===== config.mk =====
export PLATFORM = sky130hd
export DESIGN_NAME = id_exe_stage
export DESIGN_NICKNAME = d
export VERILOG_FILES = /design/src/rtl/riscv_pkg.sv /design/src/rtl/id_decode.sv /design/src/rtl/id_exe_stage.sv
export SDC_FILE = /design/constraint.sdc
export NUM_CORES = 1
export LEC_CHECK = 0
export CAP_MARGIN = 20
export CORE_ASPECT_RATIO = 2
export CORE_MARGIN = 5
export CORE_UTILIZATION = 25
export CTS_BUF_LIST = sky130_fd_sc_hd__clkbuf_16
export DETAILED_ROUTE_END_ITERATION = 10
export MAX_ROUTING_LAYER = met4
export PLACE_DENSITY = 0.54
export SLEW_MARGIN = 20
export SYNTH_ARGS = -nofsm -noshare
export SYNTH_HDL_FRONTEND = slang
export SYNTH_SLANG_ARGS = --single-unit

===== constraint.sdc =====
create_clock -name clk -period 2.1 [get_ports clk]
set_input_delay 0.21 -clock clk [delete_from_list [all_inputs] [get_ports clk]]
set_output_delay 0.21 -clock clk [all_outputs]
set_load 0.02 [all_outputs]

===== src/rtl/riscv_pkg.sv =====
// Shared RV32I definitions: ALU opcodes, major opcodes, decoded bundle and skid state.
package riscv_pkg;

  localparam logic [3:0] ALU_OPC_AND  = 4'b0111;
  localparam logic [3:0] ALU_OPC_OR   = 4'b0110;
  localparam logic [3:0] ALU_OPC_XOR  = 4'b0100;
  localparam logic [3:0] ALU_OPC_ADD  = 4'b0000;
  localparam logic [3:0] ALU_OPC_SUB  = 4'b1000;
  localparam logic [3:0] ALU_OPC_SLT  = 4'b0010;
  localparam logic [3:0] ALU_OPC_SLTU = 4'b0011;
  localparam logic [3:0] ALU_OPC_SLL  = 4'b0001;
  localparam logic [3:0] ALU_OPC_SRL  = 4'b0101;
  localparam logic [3:0] ALU_OPC_SRA  = 4'b1101;

  localparam logic [6:0] OPCODE_OP     = 7'b0110011;
  localparam logic [6:0] OPCODE_OP_IMM = 7'b0010011;
  localparam logic [6:0] OPCODE_LUI    = 7'b0110111;
  localparam logic [6:0] OPCODE_AUIPC  = 7'b0010111;

  typedef struct packed {
    logic [3:0]  opc;
    logic        sel_pc;
    logic [31:0] pc;
    logic [31:0] reg1;
    logic [31:0] src2;
    logic [4:0]  rd;
    logic        wen;
    logic        illegal;
  } dec_bundle_t;

  typedef enum logic {
    SKID_EMPTY = 1'b0,
    SKID_FULL  = 1'b1
  } skid_state_t;

endpackage


===== src/rtl/id_decode.sv =====
// Combinational decode of OP / OP-IMM / LUI / AUIPC into ALU operands and opcode.
import riscv_pkg::*;

module id_decode (
  input  logic [31:0] instr,
  input  logic [31:0] pc,
  input  logic [31:0] rs1_data,
  input  logic [31:0] rs2_data,
  output dec_bundle_t bundle
);

  logic [6:0]  opcode;
  logic [2:0]  funct3;
  logic [6:0]  funct7;
  logic [4:0]  rd;
  logic [31:0] imm_i;
  logic [31:0] imm_u;
  logic        f7_zero;
  logic        f7_alt;

  assign opcode  = instr[6:0];
  assign rd      = instr[11:7];
  assign funct3  = instr[14:12];
  assign funct7  = instr[31:25];
  assign imm_i   = {{20{instr[31]}}, instr[31:20]};
  assign imm_u   = {instr[31:12], 12'h000};
  assign f7_zero = (funct7 == 7'b0000000);
  assign f7_alt  = (funct7 == 7'b0100000);

  always_comb begin
    bundle         = '0;
    bundle.pc      = pc;
    bundle.rd      = rd;
    bundle.opc     = ALU_OPC_ADD;
    bundle.illegal = 1'b1;
    case (opcode)
      OPCODE_OP: begin
        if (f7_zero || (f7_alt && (funct3 == 3'b000 || funct3 == 3'b101))) begin
          bundle.illegal = 1'b0;
          bundle.opc     = {instr[30] && (funct3 == 3'b000 || funct3 == 3'b101), funct3};
          bundle.reg1    = rs1_data;
          bundle.src2    = rs2_data;
        end
      end
      OPCODE_OP_IMM: begin
        // Only shifts constrain funct7; other funct3 use bits 31:25 as immediate.
        if ((funct3 == 3'b001) ? f7_zero :
            (funct3 == 3'b101) ? (f7_zero || f7_alt) : 1'b1) begin
          bundle.illegal = 1'b0;
          bundle.opc     = {instr[30] && (funct3 == 3'b101), funct3};
          bundle.reg1    = rs1_data;
          bundle.src2    = imm_i;
        end
      end
      OPCODE_LUI: begin
        bundle.illegal = 1'b0;
        bundle.src2    = imm_u;
      end
      OPCODE_AUIPC: begin
        bundle.illegal = 1'b0;
        bundle.sel_pc  = 1'b1;
        bundle.reg1    = rs1_data;
        bundle.src2    = imm_u;
      end
      default: ;
    endcase
    bundle.wen = !bundle.illegal && (rd != 5'd0);
  end

endmodule


===== src/rtl/id_exe_stage.sv =====
// ID/EXE pipeline register with a one-entry skid buffer so dec_ready is registered.
import riscv_pkg::*;

module id_exe_stage (
  input  logic        clk,
  input  logic        reset,
  input  logic        dec_valid,
  input  logic [31:0] dec_instr,
  input  logic [31:0] dec_pc,
  input  logic [31:0] dec_rs1_data,
  input  logic [31:0] dec_rs2_data,
  output logic        dec_ready,
  input  logic        exe_stall,
  input  logic        exe_flush,
  output logic        exe_valid_r,
  output logic [3:0]  exe_alu_opc_r,
  output logic        exe_sel_pc_r,
  output logic [31:0] exe_pc_r,
  output logic [31:0] exe_reg1_r,
  output logic [31:0] exe_src2_r,
  output logic [4:0]  exe_rd_r,
  output logic        exe_wen_r,
  output logic        exe_illegal_r
);

  dec_bundle_t dec;
  dec_bundle_t skid;
  dec_bundle_t exe;
  skid_state_t state;
  skid_state_t state_next;
  logic        accept;
  logic        load;

  id_decode u_decode (
    .instr    (dec_instr),
    .pc       (dec_pc),
    .rs1_data (dec_rs1_data),
    .rs2_data (dec_rs2_data),
    .bundle   (dec)
  );

  assign dec_ready = (state == SKID_EMPTY);
  assign accept    = dec_valid && dec_ready;
  assign load      = !exe_valid_r || !exe_stall;

  always_ff @(posedge clk) begin
    if (reset) state <= SKID_EMPTY;
    else       state <= state_next;
  end

  always_comb begin
    state_next = state;
    if (exe_flush)                          state_next = SKID_EMPTY;
    else if (state == SKID_FULL && load)    state_next = SKID_EMPTY;
    else if (state == SKID_EMPTY && !load && accept) state_next = SKID_FULL;
  end

  always_ff @(posedge clk) begin
    if (reset) begin
      exe_valid_r <= 1'b0;
      exe         <= '0;
      skid        <= '0;
    end else if (exe_flush) begin
      exe_valid_r <= 1'b0;
    end else if (load) begin
      if (state == SKID_FULL) begin
        exe_valid_r <= 1'b1;
        exe         <= skid;
      end else begin
        exe_valid_r <= accept;
        if (accept) exe <= dec;
      end
    end else if (accept) begin
      skid <= dec;
    end
  end

  assign exe_alu_opc_r = exe.opc;
  assign exe_sel_pc_r  = exe.sel_pc;
  assign exe_pc_r      = exe.pc;
  assign exe_reg1_r    = exe.reg1;
  assign exe_src2_r    = exe.src2;
  assign exe_rd_r      = exe.rd;
  assign exe_wen_r     = exe.wen;
  assign exe_illegal_r = exe.illegal;

endmodule


==> results of run 1 <==
synth_stat cells (all sizes together) (5+ instances only):
| library cell | instances |
|---|---|
| dfxtp | 218 |
| nand2 | 143 |
| o21ai | 85 |
| nor2 | 84 |
| a211oi | 73 |
| clkbuf | 69 |
| a21oi | 65 |
| a22oi | 56 |
| mux2i | 37 |
| buf | 33 |
| nand3b | 29 |
| o211ai | 20 |
| a221oi | 19 |
| a21o | 15 |
| a22o | 14 |
| nand4 | 7 |
| nor3 | 7 |
| a31oi | 5 |
| nor4 | 5 |
sequential cells by signal, indices dropped and copies added (netlist names):
name and count:
skid 108, exe_pc_r 32, exe_reg1_r 32, exe_src2_r 32, exe_rd_r 5, exe_alu_opc_r 4
exe_illegal_r 1, exe_sel_pc_r 1, exe_valid_r 1, exe_wen_r 1, state 1
worst max path at each step:
stage	depth (start not counted)	start	to
5_1_grt	2	state$_SDFFE_PP0P_	dec_ready
2_1_floorplan	6	exe_valid_r$_SDFFE_PP0N_	skid[18]$_SDFFE_PP0P_
3_3_place_gp	7	dec_instr[25]	skid[44]$_SDFFE_PP0P_
3_5_place_dp	7	dec_instr[25]	skid[49]$_SDFFE_PP0P_
4_1_cts	2	state$_SDFFE_PP0P_	dec_ready
6_report	2	state$_SDFFE_PP0P_	dec_ready
per-layer routing:
metal	vias up	global-route usage (%)	share of wire [%]
met3	54	1.731	4.3
met5	-	-	0
li1	4215	-	-
met2	238	29.25	55
met4	0	6.823	4.1
met1	4181	16.81	37
cell type report:
class,instances,area (um^2)
flip-flops and latches,218,4365
inverters,3,15.01
well taps,450,563.0
multi-input cells,705,4253
clock buffers,23,575.6
fillers,3594,22510
clock inverters,18,229.0
repair buffers,314,3167
placed cells by master, fill, tap and decap left out, types with 5 or more instances in the layout:
master	count
a21o_1	15
nand2_1	143
nand4_1	7
buf_4	55
o21ai_1	10
nand3b_1	29
bufinv_16	5
o21ai_0	75
nor2_1	81
a21oi_1	65
mux2i_1	37
o211ai_1	20
a22o_1	14
a211oi_1	72
clkdlybuf4s50_1	241
dfxtp_1	217
buf_12	16
a22oi_1	56
a221oi_1	19
clkbuf_16	23
tightest hold or removal path, cell delays in order:
cell and delay, ps:
clkdlybuf4s50_1 420, nand2_1 70, a21oi_1 50
cells by family (layout without fill, tap and decap cells):
group / count (synthesis) / count (layout) / share of synthesized area, %
AOI/OAI and AO/OA: 368 / 368 / 27.04
xor gates and xnor gates: 1 / 1 / 0.09708
buffers and inverters: 105 / 358 / 5.006
DFF: 218 / 218 / 48.36
muxes: 37 / 37 / 4.104
and+or+nand+nor: 299 / 299 / 15.39
report_power, final:
| part | total (mW) | switching [mW] | internal [mW] |
|---|---|---|---|
| clock | 4.40 | 1.77 | 2.63 |
| combinational | 0.960 | 0.478 | 0.482 |
| sequential | 4.25 | 0.0419 | 4.21 |
what timing repair did:
item                                    CTS  global route
endpoints found under the hold margin     1             0
gates resized for setup                   1             0
hold buffers                              1             0
endpoints found under the setup margin    1             0
==> run summary, run 1 <==
Reg-to-Reg End: exe_pc_r[4]$_SDFFE_PP0P_
Worst r2r src: state$_SDFFE_PP0P_
Status: finished, final reports clean
Synth Instances: 1,028
Number of global-route vias before repair: 8,560
Hold Path Depth: 3
Final instance area: 13,170 um^2
Hold Crit Start: dec_pc[8]
Dpl hpwl: 23.09 mm
CTS Root Cell: clkbuf_16
Crit-path max cell delay: 650 ps
Worst setup SP type: flop
Worst endpoint required time: 1890 ps
CTS tree: done
RSZ-0062 raised after global routing: false
Yosys Warn Count: 0
Synth area leaders: dfxtp_1, a211oi_1, nand2_1, a22oi_1, o21ai_0
Min Clock Period, post-route: 2013 ps
Port bufs: 242
Via count: 8,688
All-Layer GR Usage: 15.90%
Leakage Power: 4.358 nW
Max Cap Violations: 0
Largest net degree at the start of global routing: 104
Max Buffers Root-to-Sink: 3
GPL Wtd Cong: 0.8087
CTS Buf Count: 23
Post-CTS Setup Inserts: 0
Initial antenna violation count: 0
Cell Chain, Critical Path: clkinvlp_4 -> clkdlybuf4s50_1
Count of pins over their slew limit: 0
Worst EP arrival: 1800 ps
Post-synthesis sequential area ratio: 48.36%
Final WL: 32.70 mm
CTS H-tree lvls: 1
Initial core utilization: 25.29%
CP endpoint kind: primary output
FF+latch count, synth: 218
Final Cycle Share: 95.84%
Post-route setup TNS: 0 ps
Netlist cell types: 56
Post-synth top flop: dfxtp_1
Syn-to-layout area delta: 45.92%
Final hold vios: 0
Clock Sinks: 218
CTS clk-pin slew, worst paths: 70 ps
CP delay by family, top: buffers and inverters
Clk_lat worst skew: 510 ps
Cells after DPL: 1,689
CP max-delay cell: clkdlybuf4s50_1
Buffers & Inverters on Critical Path: 2
Post-layout util: 36.90%
Clock skew: 10.16 ps
Worst r2r path cells: 4
Die X: 144.3 um
Final Non-Filler Cells: 1,731
Final nets: 1,398
Worst setup margin: 87.26 ps
CP Class: flop to primary output
Area leader, netlist: dfxtp_1
Share of cells above drive strength 1: 9.992%
DR iter-0 viols: 459
Relative slew slack: 52.47%
Initial DRT Pass Iterations: 5
WHS: 279.1 ps
Placed cell area: 12,350 um^2
DRC viols: 0
GRT Residual Overflow: 0
Fmax: 496.8 MHz
Total die area: 40,220 um^2
Diodes inserted: 0
Antenna viol nets, final: 0
Worst-Margin Slew: 713.0 ps
Pre-CTS setup slack: -236.5 ps
Num rows: 98
Post-synth top area share: 48.36%
First-pass GRT wire length: 49.16 mm
CORE AREA: 35,680 um^2
Hold Path Sink: skid[79]$_SDFFE_PP0P_
Final Power: 9.615 mW
Post-synth EDFFs: 0
Asr flop ratio synth: 0%
Worst vdd ir: 550.7 uV
Register-to-Register Setup Slack: 350 ps
Average footprint of a synthesized cell: 8.778 um^2
WL/cell: 18.89 um
I/O pin cnt: 243
Final setup viols: 0
Post-synth net total: 1,161
Die Y: 278.7 um
Mapped cell area: 9024 um^2
Worst min-delay path class: input port to flop
Vias/cell: 5.019
Power per cell area: 730.2 nW/um^2
Max FO, Critical Path: 8
Note: power is estimated with default switching activity, not from simulation.
==> run 2: changes to the inputs <==
Settings changed: CAP_MARGIN 20 to 25.
==> results of run 2 <==
The final DEF is identical to that of run 1; final timing and power are the same.
==> run 3: changes to the inputs <==
Settings changed: CORE_MARGIN 5 to 2.
==> run 3 against run 2 <==
Non-clock buffer count grew 6. Critical path depth is the same. Worst hold slack lost 210 ps. Sequential share of layout area grew 0.18 points. Sequential cell count is the same. Design area shrank 0.55%.
==> run summary, run 3 (same netlist as run 1, synthesis figures left out) <==
Worst-Margin Slew: 788.2 ps (+75.21 ps)
Worst r2r src: state$_SDFFE_PP0P_
Hold Crit Start: reset
Initial antenna violation count: 5 (+5)
Uppermost layer routed: met4
Largest net degree at the start of global routing: 93 (-11%)
CTS clk-pin slew, worst paths: 70 ps (about the same)
Status: finished, final reports clean
Fmax: 494.6 MHz (-0.45%)
Final hold vios: 0 (unchanged)
CTS tree: done
GPL Wtd Cong: 0.8739 (+8.1%)
Worst r2r path cells: 4 (unchanged)
Max Cap Violations: 0 (unchanged)
Final WL: 32.89 mm (+0.57%)
Final setup viols: 0 (unchanged)
Vias/cell: 5.014 (-0.10%)
Max FO, Critical Path: 8 (unchanged)
Largest register FFs: 108 (unchanged)
CTS Root Cell: clkbuf_16
WL/cell: 18.91 um (+0.11%)
DR iter-0 viols: 479 (+4.4%)
Total die area: 37,720 um^2 (-6.2%)
Placed cell area: 12,400 um^2 (+0.41%)
Clk_lat worst skew: 520 ps (about the same)
Worst setup SP type: flop
Clock skew: 11.33 ps (+1.175 ps)
Via count: 8,719 (+0.36%)
All-Layer GR Usage: 17.15% (+1.2 points)
First-pass GRT wire length: 50.09 mm (+1.9%)
Number of global-route vias before repair: 8,579 (+0.22%)
Largest reg by FF count: skid
Commonest non-fill, non-tap cell in the layout: clkdlybuf4s50_1
Port bufs: 242 (unchanged)
Post-layout util: 36.70% (-0.20 points)
WL met2: 17.85 mm (-0.61%)
Initial DRT Pass Iterations: 5 (unchanged)
Cell Chain, Critical Path: inv_1 -> clkdlybuf4s50_1
CORE AREA: 35,680 um^2 (unchanged)
Relative slew slack: 47.33% (-5.1 points)
RSZ-0062 raised after global routing: false
DRC viols: 0 (unchanged)
Hold Path Sink: skid[103]$_SDFFE_PP0P_
Antenna viol nets, final: 0 (unchanged)
Crit-path max cell delay: 670 ps (+20 ps)
Initial core utilization: 25.29% (unchanged)
I/O pin cnt: 243 (unchanged)
Die X: 138.3 um (-4.2%)
CTS H-tree lvls: 1 (unchanged)
Final nets: 1,403 (+0.36%)
Most frequent cells in the layout: clkdlybuf4s50_1, dfxtp_1, nand2_1
Leakage Power: 4.340 nW (-0.41%)
Clock Sinks: 218 (unchanged)
Reg-to-Reg End: skid[1]$_SDFFE_PP0P_
Cts hold-fix bufs: 0 (-1)
Max Buffers Root-to-Sink: 3 (unchanged)
WL met3: 1.457 mm (+3.9%)
Count of pins over their slew limit: 0 (unchanged)
Register-to-Register Setup Slack: 320 ps (-30 ps)
Die Y: 272.7 um (-2.2%)
Final Cycle Share: 96.28% (+0.43 points)
Hold Path Depth: 2 (-1)
CTS Buf Count: 22 (-4.3%)
Min Clock Period, post-route: 2022 ps (+9.080 ps)
Share of cells above drive strength 1: 9.813% (-0.18 points)
Syn-to-layout area delta: 45.12%
Worst setup path startpoint: state$_SDFFE_PP0P_
Worst vdd ir: 551.3 uV (+0.11%)
Dpl hpwl: 23.13 mm (+0.16%)
Num rows: 98 (unchanged)
Power per cell area: 692.5 nW/um^2 (-5.2%)
Metal-1 WL: 12.07 mm (+0.56%)
CP endpoint kind: primary output
CP max-delay cell: clkdlybuf4s50_1
CP Class: flop to primary output
GRT Residual Overflow: 0 (unchanged)
Worst endpoint required time: 1890 ps (about the same)
Worst EP arrival: 1810 ps (about the same)
Final instance area: 13,100 um^2 (-0.55%)
Worst min-delay path class: input port to flop
## run 3: changes by cell type in the layout (fill, tap and decap cells not counted), moves of 2 or more
cell and change:
buf_4 +6, bufinv_16 -4, clkinv_4 -2, diode_2 +5, inv_1 +6
## run 3: critical path: cells and delay by family, from the launching register on
family | cells | cell delay, ps
flip-flops | 1 | 380
buffers and inverters | 2 | 920
## run 3: worst max-delay path by stage
stage / end / slack (ps) / depth (start not counted)
2_1_floorplan: skid[18]$_SDFFE_PP0P_ / 330 / 6
3_3_place_gp: exe_reg1_r[21]$_SDFFE_PP0P_ / -900 / 7
3_5_place_dp: exe_reg1_r[20]$_SDFFE_PP0P_ / -530 / 9
4_1_cts: exe_reg1_r[26]$_SDFFE_PP0P_ / 5 / 9
5_1_grt: dec_ready / 30 / 2
6_report: dec_ready / 80 / 2
## run 3: what timing repair did
| item | CTS | global route |
|---|---|---|
| endpoints found under the hold margin | 0 | 0 |
| gates resized for setup | 0 | 1 |
| buffers inserted | 0 | 1 |
| endpoints found under the setup margin | 0 | 23 |
## run 3: power breakdown
group          switching, mW  leakage [nW]  internal (mW)  total (mW)
Combinational          0.479          2.23          0.494       0.973
Sequential            0.0423          1.77           4.21        4.25
Clock                   1.74         0.345           2.10        3.84
Total                   2.26          4.34           6.81        9.07
## run 3: routing by layer
| layer | vias up | GRT usage (%) |
|---|---|---|
| met5 | - | - |
| li1 | 4227 | - |
| met1 | 4176 | 17.51 |
| met2 | 247 | 31.59 |
| met3 | 69 | 2.751 |
| met4 | 0 | 8.539 |
## run 3: per-stage QoR
stage | std cells | setup WS (ps) | power (mW) | setup TNS, ps | hold WS (ps)
after floorplan | 1028 | 326.4 | 4.700 | 0 | 288.5
after global placement | 1695 | -896.0 | 5.318 | -60580 | 436.0
after detailed placement | 1695 | -529.5 | 5.325 | -44070 | 443.8
after CTS | 1733 | 5.278 | 9.188 | 0 | 49.68
after global routing | 1739 | 33.93 | 9.430 | 0 | 76.88
final | 1739 | 78.18 | 9.068 | 0 | 70.42
## run 3: layout make-up
cell class | count | area, um^2
multi-input combinational | 705 | 4258
tap | 450 | 563.0
inverter | 3 | 11.26
fill | 3605 | 22590
clock inverter | 15 | 96.34
sequential | 218 | 4365
clock buffer | 23 | 575.6
timing repair buffer | 320 | 3213
antenna | 5 | 12.51
